$ cat config.mk
export PLATFORM = sky130hd
export DESIGN_NAME = sdram_init_ctrl_flat
export DESIGN_NICKNAME = d
export VERILOG_FILES = /design/src/rtl/sdram_pkg.sv /design/src/rtl/sdram_init_ctrl_if.sv /design/src/rtl/sdram_wait_timer.sv /design/src/rtl/sdram_init_ctrl.sv /design/src/flat_wrapper.sv
export SDC_FILE = /design/constraint.sdc
export NUM_CORES = 1
export LEC_CHECK = 0
export ABC_CLOCK_PERIOD_IN_PS = 2900
export CORE_MARGIN = 1
export CORE_UTILIZATION = 40
export DETAILED_ROUTE_END_ITERATION = 8
export PLACE_DENSITY = 0.74
export SKIP_LAST_GASP = 1
export SYNTH_ARGS = -nofsm -noshare
export SYNTH_HDL_FRONTEND = slang
export SYNTH_SLANG_ARGS = --single-unit
$ cat constraint.sdc
create_clock -name clock -period 2.9 [get_ports clock]
set_input_delay 0.58 -clock clock [delete_from_list [all_inputs] [get_ports clock]]
set_output_delay 0.58 -clock clock [all_outputs]
set_load 0.005 [all_outputs]
$ cat src/rtl/sdram_pkg.sv
// Shared SDRAM types: pin-level command encodings, init sequencer states and the
// mode-register word builder.
package sdram_pkg;

  // {CS_N, RAS_N, CAS_N, WE_N}
  typedef enum logic [3:0] {
    CmdNop         = 4'b0111,
    CmdActive      = 4'b0011,
    CmdRead        = 4'b0101,
    CmdWrite       = 4'b0100,
    CmdPrecharge   = 4'b0010,
    CmdAutoRefresh = 4'b0001,
    CmdLoadMode    = 4'b0000
  } sdram_cmd_e;

  typedef enum logic [3:0] {
    StIdle,
    StPwrup,
    StPrech,
    StWaitRp,
    StRef,
    StWaitRfc,
    StLmr,
    StWaitMrd,
    StDone
  } init_state_e;

  function automatic logic [12:0] mode_reg(input int unsigned cl, input int unsigned bl,
                                           input logic interleave, input logic write_single);
    logic [2:0] bl_code;
    logic [2:0] cl_code;
    case (bl)
      1:       bl_code = 3'd0;
      2:       bl_code = 3'd1;
      4:       bl_code = 3'd2;
      default: bl_code = 3'd3;
    endcase
    cl_code = 3'(cl);
    return {3'b000, write_single, 2'b00, cl_code, interleave, bl_code};
  endfunction

endpackage

$ cat src/rtl/sdram_init_ctrl_if.sv
// Handshake and SDRAM pin bundle between the init sequencer and the pin mux.
interface sdram_init_ctrl_if #(
  parameter int unsigned ADDR_W = 13,
  parameter int unsigned BA_W   = 2
);
  logic              enable;
  logic              busy;
  logic              done;
  logic              DRAM_CLK;
  logic              DRAM_CKE;
  logic              DRAM_CS_N;
  logic              DRAM_RAS_N;
  logic              DRAM_CAS_N;
  logic              DRAM_WE_N;
  logic              DRAM_LDQM;
  logic              DRAM_UDQM;
  logic [ADDR_W-1:0] DRAM_ADDR;
  logic [BA_W-1:0]   DRAM_BA;

  modport master (
    input  enable,
    output busy, done, DRAM_CLK, DRAM_CKE, DRAM_CS_N, DRAM_RAS_N, DRAM_CAS_N, DRAM_WE_N,
           DRAM_LDQM, DRAM_UDQM, DRAM_ADDR, DRAM_BA
  );

  modport slave (
    output enable,
    input  busy, done, DRAM_CLK, DRAM_CKE, DRAM_CS_N, DRAM_RAS_N, DRAM_CAS_N, DRAM_WE_N,
           DRAM_LDQM, DRAM_UDQM, DRAM_ADDR, DRAM_BA
  );
endinterface

$ cat src/rtl/sdram_wait_timer.sv
// Loadable down-counter; holds at zero and flags it.
module sdram_wait_timer #(
  parameter int unsigned Width = 4
) (
  input  logic             clock,
  input  logic             reset,
  input  logic             load_i,
  input  logic [Width-1:0] value_i,
  output logic             zero_o
);
  logic [Width-1:0] cnt_q;

  always_ff @(posedge clock or posedge reset) begin
    if (reset) begin
      cnt_q <= '0;
    end else if (load_i) begin
      cnt_q <= value_i;
    end else if (cnt_q != '0) begin
      cnt_q <= cnt_q - 1'b1;
    end
  end

  assign zero_o = (cnt_q == '0);
endmodule

$ cat src/rtl/sdram_init_ctrl.sv
// SDRAM power-up init sequencer: power-up wait, PRECHARGE ALL, N x AUTO REFRESH,
// LOAD MODE, then a sticky done while enable stays high.
module sdram_init_ctrl
  import sdram_pkg::*;
#(
  parameter int unsigned CLK_PERIOD_NS    = 20,
  parameter int unsigned POWERUP_NS       = 200000,
  parameter int unsigned TRP_CYC          = 2,
  parameter int unsigned TRFC_CYC         = 8,
  parameter int unsigned TMRD_CYC         = 2,
  parameter int unsigned REFRESH_COUNT    = 2,
  parameter int unsigned CAS_LATENCY      = 2,
  parameter int unsigned BURST_LEN        = 4,
  parameter bit          BURST_INTERLEAVE = 1'b0,
  parameter bit          WRITE_SINGLE     = 1'b0,
  parameter int unsigned ADDR_W           = 13,
  parameter int unsigned BA_W             = 2
) (
  input logic                 clock,
  input logic                 reset,
  sdram_init_ctrl_if.master   bus
);
  localparam int unsigned POWERUP_CYC =
      (CLK_PERIOD_NS == 0) ? 1 : (POWERUP_NS + CLK_PERIOD_NS - 1) / CLK_PERIOD_NS;
  localparam int unsigned MaxA   = (POWERUP_CYC > TRFC_CYC) ? POWERUP_CYC : TRFC_CYC;
  localparam int unsigned MaxB   = (TRP_CYC > TMRD_CYC) ? TRP_CYC : TMRD_CYC;
  localparam int unsigned MaxCyc = (MaxA > MaxB) ? MaxA : MaxB;
  localparam int unsigned TW     = $clog2(MaxCyc + 1);

  // Loads are cycles-1: the entry edge itself counts as the first cycle.
  localparam logic [TW-1:0] PwrLoad  = TW'(POWERUP_CYC - 1);
  localparam logic [TW-1:0] RpLoad   = TW'(TRP_CYC - 1);
  localparam logic [TW-1:0] RfcLoad  = TW'(TRFC_CYC - 1);
  localparam logic [TW-1:0] MrdLoad  = TW'(TMRD_CYC - 1);
  localparam logic [12:0]   ModeWord =
      mode_reg(CAS_LATENCY, BURST_LEN, BURST_INTERLEAVE, WRITE_SINGLE);

  if (CAS_LATENCY != 2 && CAS_LATENCY != 3) begin : g_bad_cl
    $error("sdram_init_ctrl: CAS_LATENCY must be 2 or 3");
  end
  if (BURST_LEN != 1 && BURST_LEN != 2 && BURST_LEN != 4 && BURST_LEN != 8) begin : g_bad_bl
    $error("sdram_init_ctrl: BURST_LEN must be 1, 2, 4 or 8");
  end
  if (REFRESH_COUNT < 1 || REFRESH_COUNT > 15) begin : g_bad_ref
    $error("sdram_init_ctrl: REFRESH_COUNT must be 1..15");
  end
  if (ADDR_W < 11) begin : g_bad_aw
    $error("sdram_init_ctrl: ADDR_W must be at least 11");
  end
  if (CLK_PERIOD_NS == 0 || POWERUP_NS == 0 || TRP_CYC == 0 || TRFC_CYC == 0 ||
      TMRD_CYC == 0) begin : g_bad_tim
    $error("sdram_init_ctrl: timing parameters must be non-zero");
  end

  init_state_e       state_q, state_d;
  sdram_cmd_e        cmd_q, cmd_d;
  logic              cke_q, cke_d, busy_q, busy_d, done_q, done_d;
  logic [ADDR_W-1:0] addr_q, addr_d;
  logic [BA_W-1:0]   ba_q, ba_d;
  logic [3:0]        ref_cnt_q, ref_cnt_d;
  logic              tmr_load, tmr_zero;
  logic [TW-1:0]     tmr_value;

  sdram_wait_timer #(.Width(TW)) u_timer (
    .clock   (clock),
    .reset   (reset),
    .load_i  (tmr_load),
    .value_i (tmr_value),
    .zero_o  (tmr_zero)
  );

  always_ff @(posedge clock or posedge reset) begin
    if (reset) begin
      state_q   <= StIdle;
      cmd_q     <= CmdNop;
      cke_q     <= 1'b0;
      busy_q    <= 1'b0;
      done_q    <= 1'b0;
      addr_q    <= '0;
      ba_q      <= '0;
      ref_cnt_q <= '0;
    end else begin
      state_q   <= state_d;
      cmd_q     <= cmd_d;
      cke_q     <= cke_d;
      busy_q    <= busy_d;
      done_q    <= done_d;
      addr_q    <= addr_d;
      ba_q      <= ba_d;
      ref_cnt_q <= ref_cnt_d;
    end
  end

  always_comb begin
    state_d   = state_q;
    cmd_d     = CmdNop;
    cke_d     = cke_q;
    busy_d    = busy_q;
    done_d    = done_q;
    addr_d    = '0;
    ba_d      = '0;
    ref_cnt_d = ref_cnt_q;
    tmr_load  = 1'b0;
    tmr_value = '0;
    if (!bus.enable) begin
      state_d = StIdle;
      cke_d   = 1'b0;
      busy_d  = 1'b0;
      done_d  = 1'b0;
    end else begin
      unique case (state_q)
        StIdle: begin
          state_d   = StPwrup;
          cke_d     = 1'b1;
          busy_d    = 1'b1;
          tmr_load  = 1'b1;
          tmr_value = PwrLoad;
        end
        StPwrup: begin
          if (tmr_zero) begin
            state_d    = StPrech;
            cmd_d      = CmdPrecharge;
            addr_d[10] = 1'b1;
            ref_cnt_d  = '0;
            tmr_load   = 1'b1;
            tmr_value  = RpLoad;
          end
        end
        StPrech, StWaitRp, StRef, StWaitRfc: begin
          if (!tmr_zero) begin
            state_d = (state_q == StPrech || state_q == StWaitRp) ? StWaitRp : StWaitRfc;
          end else if (ref_cnt_q == 4'(REFRESH_COUNT)) begin
            state_d   = StLmr;
            cmd_d     = CmdLoadMode;
            addr_d    = ADDR_W'(ModeWord);
            tmr_load  = 1'b1;
            tmr_value = MrdLoad;
          end else begin
            state_d   = StRef;
            cmd_d     = CmdAutoRefresh;
            ref_cnt_d = ref_cnt_q + 4'd1;
            tmr_load  = 1'b1;
            tmr_value = RfcLoad;
          end
        end
        StLmr, StWaitMrd: begin
          if (tmr_zero) begin
            state_d = StDone;
            done_d  = 1'b1;
            busy_d  = 1'b0;
          end else begin
            state_d = StWaitMrd;
          end
        end
        StDone: ;
        default: state_d = StIdle;
      endcase
    end
  end

  assign bus.busy       = busy_q;
  assign bus.done       = done_q;
  assign bus.DRAM_CLK   = ~clock;
  assign bus.DRAM_CKE   = cke_q;
  assign {bus.DRAM_CS_N, bus.DRAM_RAS_N, bus.DRAM_CAS_N, bus.DRAM_WE_N} = cmd_q;
  assign bus.DRAM_LDQM  = 1'b1;
  assign bus.DRAM_UDQM  = 1'b1;
  assign bus.DRAM_ADDR  = addr_q;
  assign bus.DRAM_BA    = ba_q;
endmodule

$ cat src/flat_wrapper.sv
// flat-port wrapper written by rule: the top's interface ports become plain ports
module sdram_init_ctrl_flat import sdram_pkg::*;
#(
  parameter int unsigned CLK_PERIOD_NS    = 20,
  parameter int unsigned POWERUP_NS       = 200000,
  parameter int unsigned TRP_CYC          = 2,
  parameter int unsigned TRFC_CYC         = 8,
  parameter int unsigned TMRD_CYC         = 2,
  parameter int unsigned REFRESH_COUNT    = 2,
  parameter int unsigned CAS_LATENCY      = 2,
  parameter int unsigned BURST_LEN        = 4,
  parameter bit          BURST_INTERLEAVE = 1'b0,
  parameter bit          WRITE_SINGLE     = 1'b0,
  parameter int unsigned ADDR_W           = 13,
  parameter int unsigned BA_W             = 2
)
  (clock, reset, bus_enable, bus_busy, bus_done, bus_DRAM_CLK, bus_DRAM_CKE, bus_DRAM_CS_N, bus_DRAM_RAS_N, bus_DRAM_CAS_N, bus_DRAM_WE_N, bus_DRAM_LDQM, bus_DRAM_UDQM, bus_DRAM_ADDR, bus_DRAM_BA);
  sdram_init_ctrl_if #(.ADDR_W(ADDR_W), .BA_W(BA_W)) bus_i ();
  input logic clock;
  input logic reset;
  input wire logic [$bits(bus_i.enable)-1:0] bus_enable;
  output wire logic [$bits(bus_i.busy)-1:0] bus_busy;
  output wire logic [$bits(bus_i.done)-1:0] bus_done;
  output wire logic [$bits(bus_i.DRAM_CLK)-1:0] bus_DRAM_CLK;
  output wire logic [$bits(bus_i.DRAM_CKE)-1:0] bus_DRAM_CKE;
  output wire logic [$bits(bus_i.DRAM_CS_N)-1:0] bus_DRAM_CS_N;
  output wire logic [$bits(bus_i.DRAM_RAS_N)-1:0] bus_DRAM_RAS_N;
  output wire logic [$bits(bus_i.DRAM_CAS_N)-1:0] bus_DRAM_CAS_N;
  output wire logic [$bits(bus_i.DRAM_WE_N)-1:0] bus_DRAM_WE_N;
  output wire logic [$bits(bus_i.DRAM_LDQM)-1:0] bus_DRAM_LDQM;
  output wire logic [$bits(bus_i.DRAM_UDQM)-1:0] bus_DRAM_UDQM;
  output wire logic [$bits(bus_i.DRAM_ADDR)-1:0] bus_DRAM_ADDR;
  output wire logic [$bits(bus_i.DRAM_BA)-1:0] bus_DRAM_BA;
  assign bus_i.enable = bus_enable;
  assign bus_busy = bus_i.busy;
  assign bus_done = bus_i.done;
  assign bus_DRAM_CLK = bus_i.DRAM_CLK;
  assign bus_DRAM_CKE = bus_i.DRAM_CKE;
  assign bus_DRAM_CS_N = bus_i.DRAM_CS_N;
  assign bus_DRAM_RAS_N = bus_i.DRAM_RAS_N;
  assign bus_DRAM_CAS_N = bus_i.DRAM_CAS_N;
  assign bus_DRAM_WE_N = bus_i.DRAM_WE_N;
  assign bus_DRAM_LDQM = bus_i.DRAM_LDQM;
  assign bus_DRAM_UDQM = bus_i.DRAM_UDQM;
  assign bus_DRAM_ADDR = bus_i.DRAM_ADDR;
  assign bus_DRAM_BA = bus_i.DRAM_BA;
  sdram_init_ctrl #(.CLK_PERIOD_NS(CLK_PERIOD_NS), .POWERUP_NS(POWERUP_NS), .TRP_CYC(TRP_CYC), .TRFC_CYC(TRFC_CYC), .TMRD_CYC(TMRD_CYC), .REFRESH_COUNT(REFRESH_COUNT), .CAS_LATENCY(CAS_LATENCY), .BURST_LEN(BURST_LEN), .BURST_INTERLEAVE(BURST_INTERLEAVE), .WRITE_SINGLE(WRITE_SINGLE), .ADDR_W(ADDR_W), .BA_W(BA_W)) u_core (.clock(clock), .reset(reset), .bus(bus_i));
endmodule
==> reports/metrics.csv <==
stage;metric;value;unit
clocking;cts-root-buf;clkbuf_8;
floorplanning;die_h;67.3;µm
pwr;pwr-share-seq;44.7;%
sta;drv_slew;0;
global_routing;grt_max_degree;31;
floorplanning;dieArea;4530;µm²
clocking;clk_pin_slew;0.07;ns
clocking;cts_buffer_depth;2;
setup_path;r2r-start;u_core.u_timer.cnt_q[0];
run_status;status;complete, no violations;
synth;synth.most_common_cell;dfrtp_1;
detailed_routing;drt_iter0_drc;81;
flow_run;drv_cap;0;
sta;rsz0062_at_grt;false;
sta;finalSetupViolCount;0;
sta;fin_worst_skew;0.00299;ns
global_routing;grt_pass1_wl;5.35;mm
place;io_buffers;12;
clocking;insertion_delay;0.29;ns
synth;netlist_instances;177;
pwr;power_density;554;nW/µm²
synth;syn_area_per_cell;9.64;µm²
synth;synthDistinctLibCells;44;
synth;synth.yosys.seq_area_share;44.2;%
sta;hold_violations;0;
setup_path;crit_arrival;2.28;ns
global_routing;grtUsageTotal;16.3;%
min_path;min_path_cells;1;
floorplanning;dieWidth;67.3;µm
pwr;p_sw_share;25.5;%
clocking;cts_buffers;5;
sta;tightest_slew;0.865;ns
synth;synth_top_area_cell;dfrtp_1;
detailed_routing;vias_per_cell;5.30;
setup_path;required;2.32;ns
place;place_hpwl;2.14;mm
cells_and_area;fill_cells;396;
setup_path;cp-start-kind;clock port;
synth;synthFlopType;dfrtp_1;
floorplanning;io_pins;28;
pwr;comb_power_share;9.7;%
global_routing;grt_remaining_overflow;0;
detailed_routing;antenna_left;0;
pwr;power;1060;µW
pwr;leakagePower;0.000793;µW
synth;ys_async_sr_fraction;100;%
detailed_routing;vias;1266;
floorplanning;rows;23;
floorplanning;start_util;42.1;%
synth;synth-seq-cells;30;
cells_and_area;syn2layout_area_growth;12.5;%
global_routing;first_global_vias;1122;
detailed_routing;drt_wl_total;3.08;mm
detailed_routing;wire_per_inst;12.9;µm
setup_path;path_max_fanout;7;
clocking;post-cts-setup-buffer-count;0;
synth;synth_area_leaders;dfrtp_1, buf_4, dfstp_2, o21ai_0, ha_1;
synth;yosysWarnings;0;
min_path;hold_path_class;flip-flop to flip-flop;
clocking;cts_tree;done;
synth;synth_top_area_share;39.6;%
setup_path;cp-end-kind;output pin;
synth;syn_area;1710;µm²
floorplanning;core_region_area;4060;µm²
min_path;worstHoldStart;u_core.bus.done;
detailed_routing;drc;0;
sta;tns;0;ns
place;gp_congestion;0.854;
cells_and_area;nets;195;
clocking;postCtsHoldBufs;0;
global_routing;antenna_found_initial;0;
cells_and_area;drive_gt1_share;10.6;%
setup_path;worstRegToRegCells;6;
clocking;cts_resized;0;
pwr;clockPowerShare;45.5;%
clocking;h-tree-depth;2;
setup_path;cp-startpoint;clock;
cells_and_area;n_antenna_cell;0;
sta;relSlewSlack;41.5;%
synth;synth_common_cells;dfrtp_1, buf_4, nor2_1, o21ai_0;
pwr;p_int;793;µW
pwr;peakVddDrop;0.395;mV
setup_path;crit_type;clock port to output pin;
detailed_routing;firstDrtPassIters;4;
pwr;switchingPower;271;µW
synth;synth_edf_count;0;
worst paths after layout:
kind                                           end  slack, ns
hold reg to reg                    u_core.bus.done       0.50
setup reg to reg               u_core.ref_cnt_q[3]       0.65
min in group asynchronous  u_core.u_timer.cnt_q[5]       0.66
hold / removal                     u_core.bus.done       0.50
setup / recovery                      bus_DRAM_CLK       0.04
max in group asynchronous          u_core.cmd_q[2]       1.93
routing by layer:
| layer | GRT usage (%) | part of all wire, % | vias up |
|---|---|---|---|
| li1 | - | - | 621 |
| met1 | 23.6 | 48 | 604 |
| met2 | 22.3 | 45 | 38 |
| met3 | 4.39 | 5.5 | 3 |
| met4 | 7.18 | 1.4 | 0 |
| met5 | 0 | 0 | - |
flip-flops by register name, summed over array words and instances (netlist names):
register,cells
u_core.u_timer.cnt_q,14
u_core.ref_cnt_q,4
u_core.state_q,4
u_core.cmd_q,3
u_core.bus.DRAM_ADDR,2
u_core.bus.DRAM_CKE,1
u_core.bus.busy,1
u_core.bus.done,1
power by group through the flow:
| stage | Sequential [µW] | Clock [µW] | Combinational [µW] |
|---|---|---|---|
| CTS | 475 | 493 | 104 |
| global placement | 482 | 33.8 | 101 |
| global route | 479 | 507 | 123 |
| detailed placement | 483 | 33.8 | 104 |
| finish | 476 | 484 | 104 |
| floorplan | 476 | 7.89 | 94.1 |
cell type report:
class / instances / area (µm²) / area share, %
clock inverters: 3 / 38.8 / 2.02
inverters: 8 / 30.0 / 1.56
flip-flops and latches: 30 / 754 / 39.3
repair buffers: 13 / 125 / 6.52
clock buffers: 7 / 92.6 / 4.82
multi-input cells: 128 / 816 / 42.5
well taps: 50 / 62.6 / 3.26
layout by cell type (no fill, tap or decap), types with 6 or more instances in the layout:
cell type        count
dfrtp_1             27
conb_1              15
nor2_1              13
o21ai_0             13
clkdlybuf4s50_1     12
inv_1                9
nand3_1              9
nand2_1              8
a21oi_1              7
clkbuf_8             6
stage by stage:
stage	worst slack [ns]	cell area, µm²	util (%)	hold WS (ns)	cells
after floorplan	0.827	1760	-	0.487	190
after global placement	0.365	1800	44.4	0.485	231
after detailed placement	0.365	1800	44.4	0.486	231
after CTS	0.0269	1920	47.3	0.506	239
after global routing	0.0277	1920	47.3	0.537	239
final	0.0357	1920	47.3	0.499	239
critical path, cell delays in order:
cell and delay, ns:
clkbuf_8 0.14, clkbuf_8 0.16, inv_1 0.05, clkdlybuf4s50_1 0.49
cell families (layout without fill, tap and decap cells):
group,Yosys count,count (layout),share of synthesized area (%)
DFF,30,30,44.2
xor gates and xnor gates,7,7,3.59
and+or+nand+nor,60,60,22.1
AOI/OAI and AO/OA,39,39,14.1
muxes,3,3,1.76
adders and majority gates,4,4,2.93
buffers and inverters,32,31,10.9
other,2,15,0.440
(Power assumes the default switching activity.)
